--- src/rtl/wb_arb2.sv ---
// wb_arb2: two-master Wishbone arbiter (CPU m0, DMA/video m1) in front of the RAM slave, with bus-timeout error.
// Build option: define ARB_ROUND_ROBIN_EN for round-robin tie-break; the default build gives ties to m0.
module wb_arb2 #(
    parameter int AW         = 13,
    parameter int TMO_CYCLES = 64
) (
    input  logic          wb_clk_i,
    input  logic          wb_rst_n_i,
    input  logic          m0_cyc_i,
    input  logic          m0_stb_i,
    input  logic          m0_we_i,
    input  logic [1:0]    m0_sel_i,
    input  logic [AW-1:0] m0_adr_i,
    input  logic [15:0]   m0_dat_i,
    output logic [15:0]   m0_dat_o,
    output logic          m0_ack_o,
    output logic          m0_err_o,
    input  logic          m1_cyc_i,
    input  logic          m1_stb_i,
    input  logic          m1_we_i,
    input  logic [1:0]    m1_sel_i,
    input  logic [AW-1:0] m1_adr_i,
    input  logic [15:0]   m1_dat_i,
    output logic [15:0]   m1_dat_o,
    output logic          m1_ack_o,
    output logic          m1_err_o,
    output logic          s_cyc_o,
    output logic          s_stb_o,
    output logic          s_we_o,
    output logic [1:0]    s_sel_o,
    output logic [AW-1:0] s_adr_o,
    output logic [15:0]   s_dat_o,
    input  logic [15:0]   s_dat_i,
    input  logic          s_ack_i,
    output logic [1:0]    dbg_state,
    output logic          dbg_last_gnt,
    output logic [7:0]    dbg_tmo_cnt
);

    // Handshake: a master owns the slave from the cycle after its grant until it drops cyc;
    // a transfer completes in any cycle where s_cyc_o & s_stb_o & s_ack_i are all high.
    typedef enum logic [1:0] {
        IDLE = 2'd0,
        GNT0 = 2'd1,
        GNT1 = 2'd2
    } state_t;

    localparam logic [7:0] TMO_LAST = 8'(TMO_CYCLES - 1);

    state_t     state;
    logic       last_gnt;
    logic [7:0] tmo_cnt;
    logic       err0_q, err1_q;
    logic       stall, tmo_hit, tie_to_m1;

`ifdef ARB_ROUND_ROBIN_EN
    assign tie_to_m1 = ~last_gnt;
`else
    assign tie_to_m1 = 1'b0;
`endif

    // The strobe is suppressed during the error cycle so the slave never sees the stalled request twice.
    always_comb begin
        s_cyc_o = 1'b0;
        s_stb_o = 1'b0;
        s_we_o  = 1'b0;
        s_sel_o = 2'b00;
        s_adr_o = '0;
        s_dat_o = 16'h0000;
        case (state)
            GNT0: begin
                s_cyc_o = m0_cyc_i;
                s_stb_o = m0_stb_i & ~(err0_q | err1_q);
                s_we_o  = m0_we_i;
                s_sel_o = m0_sel_i;
                s_adr_o = m0_adr_i;
                s_dat_o = m0_dat_i;
            end
            GNT1: begin
                s_cyc_o = m1_cyc_i;
                s_stb_o = m1_stb_i & ~(err0_q | err1_q);
                s_we_o  = m1_we_i;
                s_sel_o = m1_sel_i;
                s_adr_o = m1_adr_i;
                s_dat_o = m1_dat_i;
            end
            default: ;
        endcase
    end

    assign stall   = s_cyc_o & s_stb_o & ~s_ack_i;
    assign tmo_hit = stall & (tmo_cnt == TMO_LAST);

    assign m0_ack_o = s_ack_i & (state == GNT0);
    assign m1_ack_o = s_ack_i & (state == GNT1);
    assign m0_dat_o = s_dat_i;
    assign m1_dat_o = s_dat_i;
    assign m0_err_o = err0_q;
    assign m1_err_o = err1_q;

    assign dbg_state    = state;
    assign dbg_last_gnt = last_gnt;
    assign dbg_tmo_cnt  = tmo_cnt;

    always_ff @(posedge wb_clk_i or negedge wb_rst_n_i) begin
        if (!wb_rst_n_i) begin
            state    <= IDLE;
            last_gnt <= 1'b1;
            tmo_cnt  <= 8'd0;
            err0_q   <= 1'b0;
            err1_q   <= 1'b0;
        end else begin
            err0_q <= tmo_hit & (state == GNT0);
            err1_q <= tmo_hit & (state == GNT1);
            if (state == IDLE || !stall || tmo_hit)
                tmo_cnt <= 8'd0;
            else
                tmo_cnt <= tmo_cnt + 8'd1;

            // Grants always pass through IDLE, so a dropping master cannot be re-granted back-to-back.
            case (state)
                IDLE: begin
                    if (m0_cyc_i && m1_cyc_i) begin
                        if (tie_to_m1) begin
                            state    <= GNT1;
                            last_gnt <= 1'b1;
                        end else begin
                            state    <= GNT0;
                            last_gnt <= 1'b0;
                        end
                    end else if (m0_cyc_i) begin
                        state    <= GNT0;
                        last_gnt <= 1'b0;
                    end else if (m1_cyc_i) begin
                        state    <= GNT1;
                        last_gnt <= 1'b1;
                    end
                end
                GNT0:    if (!m0_cyc_i) state <= IDLE;
                GNT1:    if (!m1_cyc_i) state <= IDLE;
                default: state <= IDLE;
            endcase
        end
    end

endmodule

--- config.mk ---
export PLATFORM = sky130hd
export DESIGN_NAME = wb_arb2
export DESIGN_NICKNAME = d
export VERILOG_FILES = /design/src/rtl/wb_arb2.sv
export SDC_FILE = /design/constraint.sdc
export NUM_CORES = 1
export LEC_CHECK = 0
export ABC_CLOCK_PERIOD_IN_PS = 1900
export BUFFER_PORTS_ARGS = -buffer_cell sky130_fd_sc_hd__buf_2
export CAP_MARGIN = 20
export CORE_MARGIN = 2
export CORE_UTILIZATION = 30
export CTS_BUF_LIST = sky130_fd_sc_hd__clkbuf_4 sky130_fd_sc_hd__clkbuf_8 sky130_fd_sc_hd__clkbuf_16
export DETAILED_ROUTE_END_ITERATION = 16
export PLACE_DENSITY = 0.75
export SLEW_MARGIN = 10
export SYNTH_ARGS = -nofsm -noshare
export SYNTH_HDL_FRONTEND = slang
export SYNTH_SLANG_ARGS = --single-unit
--- constraint.sdc ---
create_clock -name wb_clk_i -period 1.9 [get_ports wb_clk_i]
set_input_delay 0 -clock wb_clk_i [delete_from_list [all_inputs] [get_ports wb_clk_i]]
set_output_delay 0 -clock wb_clk_i [all_outputs]
set_load 0.005 [all_outputs]
---- After elaboration in Yosys (flattened, before gate mapping) ----
Cells that the tools add are included.
Widths: inputs -> output; s select.
cells by class
  add/sub/neg operators ................... 1
  eq/ne operators ......................... 6
  multiplexer cells ....................... 16
  bitwise logic cells ..................... 12
  reduce and logical (&&, ||, !) cells .... 8
operators with widths
  operator             number
  $pmux 16 s2          1
  $pmux 13 s2          1
  $mux 2               5
  $and 1x1->1          9
  $add 8x1->8 const B  1
  $eq 8x6->1 const B   1
  $mux 8               1
  $pmux 1 s2           3
  $pmux 2 s3           1
  $ne 2x2->1 const B   2
  $ne 4x3->1 const B   1
  $pmux 2 s2           1
  $mux 1               3
  $reduce_and 3->1     1
  $reduce_bool 3->1    1
  $eq 2x1->1 const B   1
  $eq 2x2->1 const B   1
  $logic_not 2->1      1
  $logic_or 1x1->1     2
  $not 1->1            2
  $reduce_and 2->1     1
  $logic_and 1x1->1    1
  $logic_not 1->1      1
  $or 1x1->1           1
word-level totals
  register bits ........................... 13
  output and inout port bits .............. 81

---- Longest topological paths before layout ----
Gate-level depths: netlist of the first run.
  depth after elaboration ................. 10
  depth in mapped cells ................... 7
  depth with buffers taken out ............ 5

---- Worst setup path before layout of the first run ----
No wires, ideal clock.
  path kind ............................... flip-flop to flip-flop
  from .................................... reg state[1], in the netlist dbg_state[1]
  to ...................................... reg tmo_cnt[5], in the netlist dbg_tmo_cnt[5]
  setup time .............................. 87 ps
  arrival time ............................ 2,027 ps
  required time ........................... 1,813 ps
  slack ................................... -214 ps
  cell stages (with the launch flop) ...... 7
  buffers on the path ..................... 1
  cells stage by stage .................... dfrtp_1 > inv_1 > ha_1 > or3b_1 > or4_4 > buf_6 > a211oi_2
on the way
  longest elaborated chain between the ends .. 8
  elaborated cells on any way between the ends .. 12
  those cells by class .................... 2 x eq/ne; 3 x mux; 3 x bitwise; 4 x reduce/logical
RTL lines
  element                                   RTL line  text
  from (decl)                               50        state_t state;
  from (signal assigned)                    107       state <= IDLE;
  from (signal assigned)                    125       state <= GNT1;
  from (signal assigned)                    128       state <= GNT0;
  $eq 2x2->1 or $eq 2x1->1 (tied branches)  70        case (state)
  $pmux 1 s2                                70
  $and 1x1->1 (2 in series)                 91        assign stall = s_cyc_o & s_stb_o & ~s_ack_i;
  $logic_not 1->1                           115       if (state == IDLE || !stall || tmo_hit)
  $logic_or 1x1->1                          115
  $logic_or 1x1->1 *                        115
  $mux 8 *                                  115
  to (signal assigned)                      118       tmo_cnt <= tmo_cnt + 8'd1;
  to (decl)                                 52        logic [7:0] tmo_cnt;
Mark *: on every way between the ends. The rest lies on a longest branch, timed or not.
A chain may end at the register's enable or synchronous reset.

---- Worst setup path after layout of the first run ----
  from .................................... reg state[0], in the netlist dbg_state[0]
  to ...................................... reg tmo_cnt[6], in the netlist dbg_tmo_cnt[6]
Same word-level chain as after synthesis.

==> results of run 1 <==
worst max-delay path by stage:
| stage | depth (start not counted) | to | startpoint | slack (ps) |
|---|---|---|---|---|
| 4_1_cts | 5 | dbg_tmo_cnt[6]$_DFF_PN0_ | dbg_state[0]$_DFFE_PN0P_ | -1 |
| 3_5_place_dp | 5 | dbg_tmo_cnt[6]$_DFF_PN0_ | dbg_state[1]$_DFFE_PN0P_ | 20 |
| 2_1_floorplan | 6 | dbg_tmo_cnt[1]$_DFF_PN0_ | dbg_state[1]$_DFFE_PN0P_ | -3 |
| 3_3_place_gp | 5 | dbg_tmo_cnt[6]$_DFF_PN0_ | dbg_state[0]$_DFFE_PN0P_ | 80 |
| 6_report | 5 | dbg_tmo_cnt[6]$_DFF_PN0_ | dbg_state[0]$_DFFE_PN0P_ | 30 |
| 5_1_grt | 5 | dbg_tmo_cnt[6]$_DFF_PN0_ | dbg_state[0]$_DFFE_PN0P_ | -40 |
flip-flops by register name (all words and copies together) (netlist names):
name          flops
m1_err_o          1
dbg_tmo_cnt       8
dbg_last_gnt      1
dbg_state         2
m0_err_o          1
layout by cell type, fill, tap and decap left out:
cell type and instances:
a211oi_2 3, a21boi_0 1, a21oi_1 3, a22oi_1 33, a31oi_1 1, and2_1 3
buf_2 119, buf_4 8, clkbuf_4 1, clkbuf_8 3, dfrtp_1 12, dfstp_2 1
dlygate4sd3_1 2, ha_1 3, ha_2 1, ha_4 1, inv_1 7, inv_2 2
mux2i_1 1, mux2i_2 1, nand2_1 2, nand3_1 3, nand4_1 1, nor2_1 1
nor2b_1 33, nor3_2 7, nor3b_1 1, o21ai_0 3, o22ai_1 2, o41ai_4 1
or2b_1 1, or3_1 3, or3b_4 1, or4_1 1, or4_4 2, xnor2_1 2
xor2_1 1
through the flow:
step	hold WS [ps]	setup TNS, ps	power (mW)
after global placement	-105	0	1.98
after floorplan	-296	-13.4	1.46
after global routing	0.0122	-64.6	2.54
after detailed placement	-98.4	0	2.01
after CTS	0.0536	-1.39	2.30
final	0.00291	0	2.33
cell families after synthesis:
kind of cell | share of synthesized area, %
flip-flops | 21.4
adder cells (fa/ha/maj) | 4.11
buffers and inverters | 21.6
XOR/XNOR | 1.73
AND/OR/NAND/NOR | 25.6
multiplexers | 1.31
AO/OA/AOI/OAI | 24.2
power breakdown:
group          leakage (nW)  total (mW)  switching, mW  internal, mW
registers             0.176       0.332         0.0172         0.315
clock network        0.0262       0.274          0.111         0.163
logic                 0.820        1.73          0.865         0.860
final cells by class:
| cell class | count | area [um2] |
|---|---|---|
| fillers | 518 | 2750 |
| multi-input cells | 116 | 900 |
| inverters | 9 | 33.8 |
| clock buffers | 4 | 48.8 |
| repair buffers | 129 | 676 |
| well taps | 67 | 83.8 |
| flip-flops and latches | 13 | 327 |
metal layers:
layer | GRT usage (%) | part of all wire (%) | wire [um]
met1 | 20.2 | 40 | 1960
met2 | 24.3 | 50 | 2440
met3 | 3.21 | 8.3 | 403
met4 | 4.87 | 1.2 | 57
met5 | 0 | 0 | 0
repair_timing:
| item | CTS | global route |
|---|---|---|
| endpoints found under the hold margin | 14 | 0 |
| hold buffers | 2 | 0 |
| cloned | 0 | 1 |
| resized for setup | 0 | 4 |
| pin swaps | 0 | 0 |
| endpoints found under the setup margin | 1 | 8 |
critical path: stages (launching register included):
cell and delay, ps:
dfrtp_1 350, inv_2 70, ha_4 280, or3b_4 400
or4_4 490, a211oi_2 190
==> reports/metrics.csv, run 1 <==
stage,metric,value,unit
job,maxCapViolations,0,
clock_network,root_buffer,clkbuf_8,
yosys,syn_avg_cell_area,8.41,um2
placement,placed_area,1980,um2
drt,drtIter0Drc,41,
yosys,synth_seq_area_share,21.4,%
worst_setup_path,worstSetupPathType,reg -> reg,
floorplan,dieHeight,75.2,um
placement,gp_congestion,0.796,
timing,min_period,1870,ps
yosys,ys_async_sr_fraction,100,%
grt,grt_max_degree,37,
worst_setup_path,cp-start-kind,flop,
yosys,synth.distinct_cells,33,
worst_setup_path,arrival,2030,ps
finish,drive_gt1_share,55.7,%
clock_network,post_cts_buffers,0,
timing,fin_crit_sh,98.5,%
worst_setup_path,r2r_end,dbg_tmo_cnt[6]$_DFF_PN0_,
yosys,synth_area,1520,um2
finish,final-instance-count-excl-fill,338,
placement,dp_slack,15.8,ps
floorplan,ios,168,
status,status,completed,
worst_hold_path,hp-start,s_dat_i[8],
timing,rsz0062_at_grt,true,
clock_network,clock_latency,250,ps
placement,hpwl,3740,um
finish,final_nets,364,
timing,max_clock_freq,535,MHz
drt,routed_via_density,4.80,
clock_network,cts.sinks,13,
timing,fin_worst_skew,2.41,ps
worst_hold_path,holdCritPathClass,in -> out,
floorplan,core,4820,um2
drt,via_count,1621,
timing,hold_viol,0,
timing,maxSlewHeadroom,75.5,%
finish,final_cell_area,2070,um2
finish,area_delta_synth_final,35.8,%
drt,drc,0,
yosys,synth_area_leaders,"dfrtp_1 20%, a22oi_1 16%, buf_4 16%",
timing,setup_viol,0,
floorplan,die_area,5660,um2
yosys,synth_top_cell_by_area,dfrtp_1,
worst_setup_path,timing.rr.start,dbg_state[0]$_DFFE_PN0P_,
worst_hold_path,min_to,m0_dat_o[8],
placement,io_buffers,119,
yosys,synth-main-ff-cell,dfrtp_1,
finish,post-route-util,42.9,%
yosys,ys_seq_elements,13,
worst_setup_path,reg2reg_slack,30,ps
clock_network,htree_levels,1,
grt,gr-total-overflow,0,
timing,drv_slew,0,
worst_setup_path,r2r_cells,5,
drt,first_pass_iters,4,
clock_network,cts_buffers,3,
grt,grt_pass1_wl,6520,um
grt,grt_pass1_vias,1396,
pwr,powerDensity,1130,nW/um2
yosys,ys_warn_count,0,
floorplan,die_w,75.2,um
placement,place_inst,331,
drt,drt_wl_total,4860,um
yosys,synth_edf_count,0,
floorplan,rows,25,
pwr,p_leak,1.02,nW
timing,setup_ws,29.2,ps
grt,grt_antenna_before_repair,0,
drt,avgRoutedWirePerCell,14.4,um
grt,grt_use_total,15.1,%
worst_hold_path,hold_depth,0,
clock_network,cts_tree,yes,
yosys,synth_common_cells,"33 x a22oi_1, 33 x nor2b_1, 32 x buf_4",
floorplan,start_util,31.6,%
clock_network,clkSlewWorstSetupHoldPaths,60,ps
worst_setup_path,crit_fanout,5,
pwr,ir_drop,0.000557,V
drt,postRouteAntennaNets,0,
worst_setup_path,end_kind,flop,
clock_network,clockBufferDepth,2,
finish,antenna-diode-count,0,
timing,worst_pin_slew,368,ps
yosys,netlist.area_leader.share,19.7,%
worst_setup_path,worstPathRequired,2060,ps
yosys,syn_nets,273,
yosys,syn_inst,181,
Note: power is estimated with default switching activity, not from simulation.
==> inputs of run 2 (changes only) <==
--- a/config.mk
+++ b/config.mk
@@ -8,6 +8,7 @@
 export ABC_CLOCK_PERIOD_IN_PS = 1900
 export BUFFER_PORTS_ARGS = -buffer_cell sky130_fd_sc_hd__buf_2
 export CAP_MARGIN = 20
+export CORE_ASPECT_RATIO = 2
 export CORE_MARGIN = 2
 export CORE_UTILIZATION = 30
 export CTS_BUF_LIST = sky130_fd_sc_hd__clkbuf_4 sky130_fd_sc_hd__clkbuf_8 sky130_fd_sc_hd__clkbuf_16
==> run 2 against run 1 <==
Against the previous run: sequential cell count is the same; via count shrank 0.25%; die area grew 0.60%; core utilization shrank 0.96 points; critical path type unchanged.
==> reports/metrics.csv, run 2 (same netlist as run 1, synthesis figures left out) <==
stage,metric,value,unit,change
status,status,completed,,
drt,drt_wl_total,4780,um,-1.8%
worst_setup_path,end_kind,flop,,
finish,area_delta_synth_final,34.1,%,
worst_setup_path,cp_slowest_stage_delay,490,ps,about the same
worst_hold_path,holdCritPathClass,in -> out,,
finish,fillers,529,,+2.1%
drt,drc,0,,unchanged
worst_setup_path,critical_path.top_delay_family,simple AND/OR/NAND/NOR gates,,
drt,first_pass_iters,4,,unchanged
timing,worst_pin_slew,361,ps,-6.35 ps
drt,drtIter0Drc,49,,+20%
drt,via_count,1617,,-0.25%
timing,holdWs,0.00249,ps,-0.000421 ps
worst_setup_path,timing.rr.start,dbg_state[0]$_DFFE_PN0P_,,
floorplan,ios,168,,unchanged
timing,min_period,1840,ps,-30.7 ps
finish,final_common_cell,buf_2,,
finish,final_nets,363,,-0.27%
clock_network,clock_latency,240,ps,about the same
clock_network,clockBufferDepth,2,,unchanged
drt,avgRoutedWirePerCell,14.6,um,+1.5%
clock_network,root_buffer,clkbuf_8,,
floorplan,die_w,54.4,um,-28%
floorplan,die_area,5700,um2,+0.60%
timing,rsz0062_at_grt,true,,
clock_network,htree_levels,1,,unchanged
worst_setup_path,cp_cell_sequence,inv_2 > ha_4 > or3b_4 > or4_4 > a211oi_2,,
timing,drv_slew,0,,unchanged
worst_hold_path,hp-start,s_dat_i[9],,
worst_hold_path,hold_depth,0,,unchanged
finish,largest_register_ffs,8,,unchanged
worst_setup_path,reg2reg_slack,60,ps,+30 ps
grt,grt_max_degree,37,,unchanged
worst_setup_path,path_buf_inv,1,,unchanged
drt,postRouteAntennaNets,0,,unchanged
clock_network,post_cts_buffers,0,,unchanged
pwr,p_leak,1.02,nW,-0.45%
job,maxCapViolations,0,,unchanged
grt,gr-total-overflow,0,,unchanged
timing,hold_viol,0,,unchanged
clock_network,cts.sinks,13,,unchanged
grt,grt_pass1_wl,7040,um,+7.9%
timing,fin_worst_skew,1.74,ps,-0.675 ps
placement,io_buffers,119,,unchanged
floorplan,rows,36,,+44%
clock_network,cts_buffers,3,,unchanged
worst_setup_path,r2r_end,dbg_tmo_cnt[6]$_DFF_PN0_,,
worst_setup_path,crit_slowest_cell,or4_4,,
clock_network,clkSlewWorstSetupHoldPaths,50,ps,about the same
grt,grt_pass1_vias,1564,,+12%
worst_setup_path,worstSetupPathType,reg -> reg,,
timing,max_clock_freq,543,MHz,+1.7%
pwr,powerDensity,1110,nW/um2,-1.1%
floorplan,start_util,31.3,%,-0.31 points
grt,grt_use_total,16.3,%,+1.2 points
worst_setup_path,crit_fanout,5,,unchanged
floorplan,dieHeight,105,um,+39%
finish,post-route-util,42.0,%,-0.96 points
timing,fin_crit_sh,96.8,%,-1.6 points
timing,maxSlewHeadroom,75.8,%,+0.34 points
worst_setup_path,cp-start-kind,flop,,
finish,antenna-diode-count,0,,unchanged
worst_hold_path,min_to,m0_dat_o[9],,
placement,hpwl,3780,um,+1.1%
worst_setup_path,worstPathRequired,2060,ps,about the same
pwr,ir_drop,0.000965,V,+73%
worst_setup_path,r2r_cells,5,,unchanged
drt,routed_via_density,4.94,,+3.1%
worst_setup_path,arrival,2000,ps,-30 ps
floorplan,core,4860,um2,+0.99%
grt,grt_antenna_before_repair,0,,unchanged
timing,setup_viol,0,,unchanged
placement,gp_congestion,0.842,,+5.8%
clock_network,cts_tree,yes,,
finish,drive_gt1_share,54.8,%,-0.90 points
finish,layout_common_cells,"119 x buf_2, 33 x a22oi_1, 33 x nor2b_1, 12 x dfrtp_1",,
run 2: cell types whose count changed in the layout (fill, tap and decap cells not counted), sizes merged:
cell,delta
buf,-1
run 2: cell type report:
cell class              instances  area [um2]  area share (%)
flip-flops and latches         13         327            16.0
clock buffers                   4        48.8            2.39
inverters                       9        33.8            1.65
well taps                      57        71.3            3.49
multi-input cells             116         893            43.7
repair buffers                128         668            32.7
run 2: how the worst max path moves through the flow:
stage	start	endpoint	slack [ps]	cells after the start
6_report	dbg_state[0]$_DFFE_PN0P_	dbg_tmo_cnt[6]$_DFF_PN0_	60	5
5_1_grt	dbg_state[0]$_DFFE_PN0P_	dbg_tmo_cnt[6]$_DFF_PN0_	-8	5
4_1_cts	dbg_state[0]$_DFFE_PN0P_	dbg_tmo_cnt[6]$_DFF_PN0_	20	5
3_5_place_dp	dbg_state[0]$_DFFE_PN0P_	m1_err_o$_DFF_PN0_	50	5
3_3_place_gp	dbg_state[0]$_DFFE_PN0P_	dbg_tmo_cnt[7]$_DFF_PN0_	80	5
2_1_floorplan	dbg_state[1]$_DFFE_PN0P_	dbg_tmo_cnt[1]$_DFF_PN0_	-3	6
run 2: routing by layer:
layer / part of all wire [%] / vias up / wire (um) / track usage, %
li1: - / 787 / - / -
met1: 32 / 733 / 1520 / 15.8
met2: 55 / 73 / 2620 / 30.2
met3: 9.4 / 24 / 447 / 2.14
met4: 4.0 / 0 / 189 / 8.75
met5: 0 / - / 0 / 0
run 2: worst register-to-register path, stage by stage, from the launching register on:
cell	delay [ps]
dfrtp_1	360
inv_2	70
ha_4	280
or3b_4	380
or4_4	490
a211oi_2	170
run 2: what timing repair did:
item                       CTS  global route
setup endpoints to repair    0             6
hold buffers                 2             0
hold endpoints to repair    14             0
resized for setup            0             2
run 2: metrics by stage:
stage	setup TNS, ps	instance area, um2	setup WS, ps	power (mW)	std cells
final	0	2040	59.9	2.28	327
after global routing	-8.06	2040	-8.06	2.49	327
after CTS	0	2030	21.5	2.28	326
after detailed placement	0	1960	48.4	2.00	320
after global placement	0	1960	81.9	1.97	320
after floorplan	-13.4	1540	-2.95	1.46	181
run 2: report_power, final:
group | leakage (nW) | internal [mW] | switching (mW)
Sequential | 0.176 | 0.315 | 0.0182
Combinational | 0.816 | 0.831 | 0.850
Clock | 0.0262 | 0.163 | 0.0990
Total | 1.02 | 1.31 | 0.967
==> inputs of run 3 (changes only) <==
--- a/config.mk
+++ b/config.mk
@@ -10,10 +10,10 @@
 export CAP_MARGIN = 20
 export CORE_ASPECT_RATIO = 2
 export CORE_MARGIN = 2
-export CORE_UTILIZATION = 30
+export CORE_UTILIZATION = 31
 export CTS_BUF_LIST = sky130_fd_sc_hd__clkbuf_4 sky130_fd_sc_hd__clkbuf_8 sky130_fd_sc_hd__clkbuf_16
 export DETAILED_ROUTE_END_ITERATION = 16
-export PLACE_DENSITY = 0.75
+export PLACE_DENSITY = 0.77
 export SLEW_MARGIN = 10
 export SYNTH_ARGS = -nofsm -noshare
 export SYNTH_HDL_FRONTEND = slang
==> constraint.sdc (replaced) <==
create_clock -name wb_clk_i -period 1.9 [get_ports wb_clk_i]
set_input_delay 0.19 -clock wb_clk_i [delete_from_list [all_inputs] [get_ports wb_clk_i]]
set_output_delay 0.19 -clock wb_clk_i [all_outputs]
set_load 0.005 [all_outputs]
==> run 3 against run 2 <==
Against the previous run: routed wire length is 0.13% higher; non-clock buffer count down 2; maximum frequency shrank 0.68%; highest routed layer unchanged; critical path type unchanged; via count shrank 0.19%; clock power shrank 5%; sequential power about the same; global-route usage is 0.95 points lower.
==> reports/metrics.csv, run 3 (same netlist as run 1, synthesis figures left out) <==
stage,metric,value,unit,change
pwr,ir_drop,0.000898,V,-6.9%
pwr,seqPwrFrac,14.4,%,-0.2 points
timing,hold_viol,0,,unchanged
clock_network,htree_levels,1,,unchanged
clock_network,cts_tree,yes,,
worst_setup_path,arrival,2010,ps,about the same
drt,avgRoutedWirePerCell,14.7,um,+0.74%
clock_network,root_buffer,clkbuf_8,,
placement,gp_congestion,0.783,,-7.0%
pwr,p_comb_share,74.8,%,+0.9 points
clock_network,cts.sinks,13,,unchanged
grt,grt_pass1_wl,6330,um,-10%
finish,layout_common_cells,"119 x buf_2, 33 x a22oi_1, 33 x nor2b_1, 12 x dfrtp_1",,
status,status,completed,,
placement,io_buffers,119,,unchanged
finish,final_nets,361,,-0.55%
worst_setup_path,critical_path.top_delay_family,simple AND/OR/NAND/NOR gates,,
floorplan,ios,168,,unchanged
worst_hold_path,hold_depth,2,,+2
floorplan,core,4820,um2,-0.93%
worst_setup_path,timing.rr.start,dbg_state[1]$_DFFE_PN0P_,,
drt,drt_wl_total,4780,um,+0.13%
worst_setup_path,r2r_end,dbg_tmo_cnt[6]$_DFF_PN0_,,
worst_setup_path,end_kind,flop,,
grt,grt_pass1_vias,1370,,-12%
worst_hold_path,min_to,dbg_last_gnt$_DFFE_PN1P_,,
timing,max_clock_freq,540,MHz,-0.68%
finish,final-instance-count-excl-fill,325,,-0.61%
grt,gr-total-overflow,0,,unchanged
worst_setup_path,path_buf_inv,1,,unchanged
floorplan,die_w,53.6,um,-1.5%
pwr,swShare,42.8,%,+0.25 points
timing,rsz0062_at_grt,true,,
grt,grt_antenna_before_repair,0,,unchanged
pwr,power.net_switching,992,uW,+2.5%
timing,fin_worst_skew,5.02,ps,+3.28 ps
floorplan,dieHeight,103,um,-1.6%
worst_setup_path,cp_cell_sequence,inv_2 > ha_4 > or3b_4 > or4_4 > a211oi_2,,
drt,via_count,1614,,-0.19%
finish,post-route-util,42.5,%,+0.55 points
floorplan,rows,36,,unchanged
finish,fillers,521,,-1.5%
drt,drtIter0Drc,30,,-39%
timing,fin_crit_sh,97.5,%,+0.67 points
worst_setup_path,cp_slowest_stage_delay,500,ps,about the same
pwr,powerDensity,1130,nW/um2,+1.5%
finish,multi_input_area,896,um2,+0.28%
worst_setup_path,cp-start-kind,flop,,
worst_setup_path,reg2reg_slack,50,ps,about the same
grt,grt_max_degree,37,,unchanged
timing,setup-tns-final,0,ps,unchanged
placement,hpwl,3820,um,+1.1%
clock_network,clock_latency,250,ps,about the same
placement,place_inst,319,,-0.31%
pwr,clockPowerShare,10.8,%,-0.7 points
worst_setup_path,worstSetupPathType,reg -> reg,,
timing,setup_ws,47.2,ps,-12.7 ps
drt,first_pass_iters,4,,unchanged
drt,postRouteAntennaNets,0,,unchanged
finish,antenna-diode-count,0,,unchanged
finish,final_common_cell,buf_2,,
timing,setup_viol,0,,unchanged
timing,min_period,1850,ps,+12.7 ps
clock_network,cts_buffers,3,,unchanged
worst_setup_path,crit_slowest_cell,or4_4,,
timing,maxSlewHeadroom,78.5,%,+2.6 points
timing,worst_pin_slew,323,ps,-38.3 ps
job,maxCapViolations,0,,unchanged
pwr,internal_power,1.33,mW,+1.5%
finish,area_delta_synth_final,34.6,%,
worst_hold_path,holdCritPathClass,in -> reg,,
finish,regArea,327,um2,unchanged
finish,drive_gt1_share,55.2,%,+0.41 points
worst_setup_path,r2r_cells,5,,unchanged
clock_network,clockBufferDepth,2,,unchanged
worst_setup_path,worstPathRequired,2060,ps,about the same
finish,largest_register_ffs,8,,unchanged
pwr,p_leak,1.01,nW,-0.49%
worst_setup_path,crit_fanout,5,,unchanged
clock_network,post_cts_buffers,0,,unchanged
floorplan,die_area,5520,um2,-3.1%
floorplan,start_util,31.6,%,+0.29 points
timing,drv_slew,0,,unchanged
drt,routed_via_density,4.97,,+0.43%
drt,drc,0,,unchanged
clock_network,clkSlewWorstSetupHoldPaths,50,ps,about the same
grt,grt_use_total,15.3,%,-0.95 points
placement,dp_slack,25.1,ps,-23.3 ps
worst_hold_path,hp-start,m0_cyc_i,,
[run 3: per-layer routing]
| metal | vias up | global-route usage, % | wire length, um |
|---|---|---|---|
| li1 | 781 | - | - |
| met1 | 743 | 14.2 | 1590 |
| met2 | 76 | 31.3 | 2730 |
| met3 | 14 | 1.01 | 370 |
| met4 | 0 | 7.10 | 91 |
| met5 | - | 0 | 0 |
[run 3: worst max-delay path by stage]
| stage | start | to | cells past startpoint |
|---|---|---|---|
| 5_1_grt | dbg_state[1]$_DFFE_PN0P_ | m1_err_o$_DFF_PN0_ | 5 |
| 3_5_place_dp | dbg_state[1]$_DFFE_PN0P_ | dbg_tmo_cnt[6]$_DFF_PN0_ | 5 |
| 4_1_cts | dbg_state[0]$_DFFE_PN0P_ | s_dat_o[0] | 6 |
| 3_3_place_gp | dbg_state[1]$_DFFE_PN0P_ | dbg_tmo_cnt[7]$_DFF_PN0_ | 5 |
| 2_1_floorplan | dbg_state[1]$_DFFE_PN0P_ | dbg_tmo_cnt[1]$_DFF_PN0_ | 6 |
| 6_report | dbg_state[1]$_DFFE_PN0P_ | dbg_tmo_cnt[6]$_DFF_PN0_ | 5 |
[run 3: timing repair]
action / in CTS / in global routing
gates cloned: 0 / 1
resized for setup: 2 / 4
hold buffers: 1 / 0
endpoints found under the hold margin: 12 / 0
pin swaps: 0 / 0
endpoints found under the setup margin: 31 / 38
[run 3: layout make-up]
type,count,share of cell area (%)
Clock buffer,3,2.01
Clock inverter,1,0.244
Inverter,9,1.65
Multi-Input combinational cell,116,43.7
Sequential cell,13,15.9
Tap cell,57,3.48
Timing Repair Buffer,126,33.0
[run 3: through the flow]
| step | instance area [um2] | hold slack [ps] | power, mW |
|---|---|---|---|
| after global routing | 2050 | 200 | 2.50 |
| after floorplan | 1540 | -106 | 1.46 |
| after detailed placement | 1960 | 94.7 | 2.03 |
| after CTS | 2030 | 170 | 2.30 |
| after global placement | 1960 | 86.3 | 1.97 |
| final | 2050 | 179 | 2.32 |
[run 3: power groups by stage]
| stage | sequential [mW] | combinational, mW | clock, mW |
|---|---|---|---|
| 2_1_floorplan | 0.349 | 1.11 | 0 |
| 3_3_place_gp | 0.338 | 1.64 | 0 |
| 3_5_place_dp | 0.339 | 1.69 | 0 |
| 4_1_cts | 0.336 | 1.71 | 0.254 |
| 5_1_grt | 0.339 | 1.90 | 0.260 |
| 6_report | 0.335 | 1.73 | 0.250 |
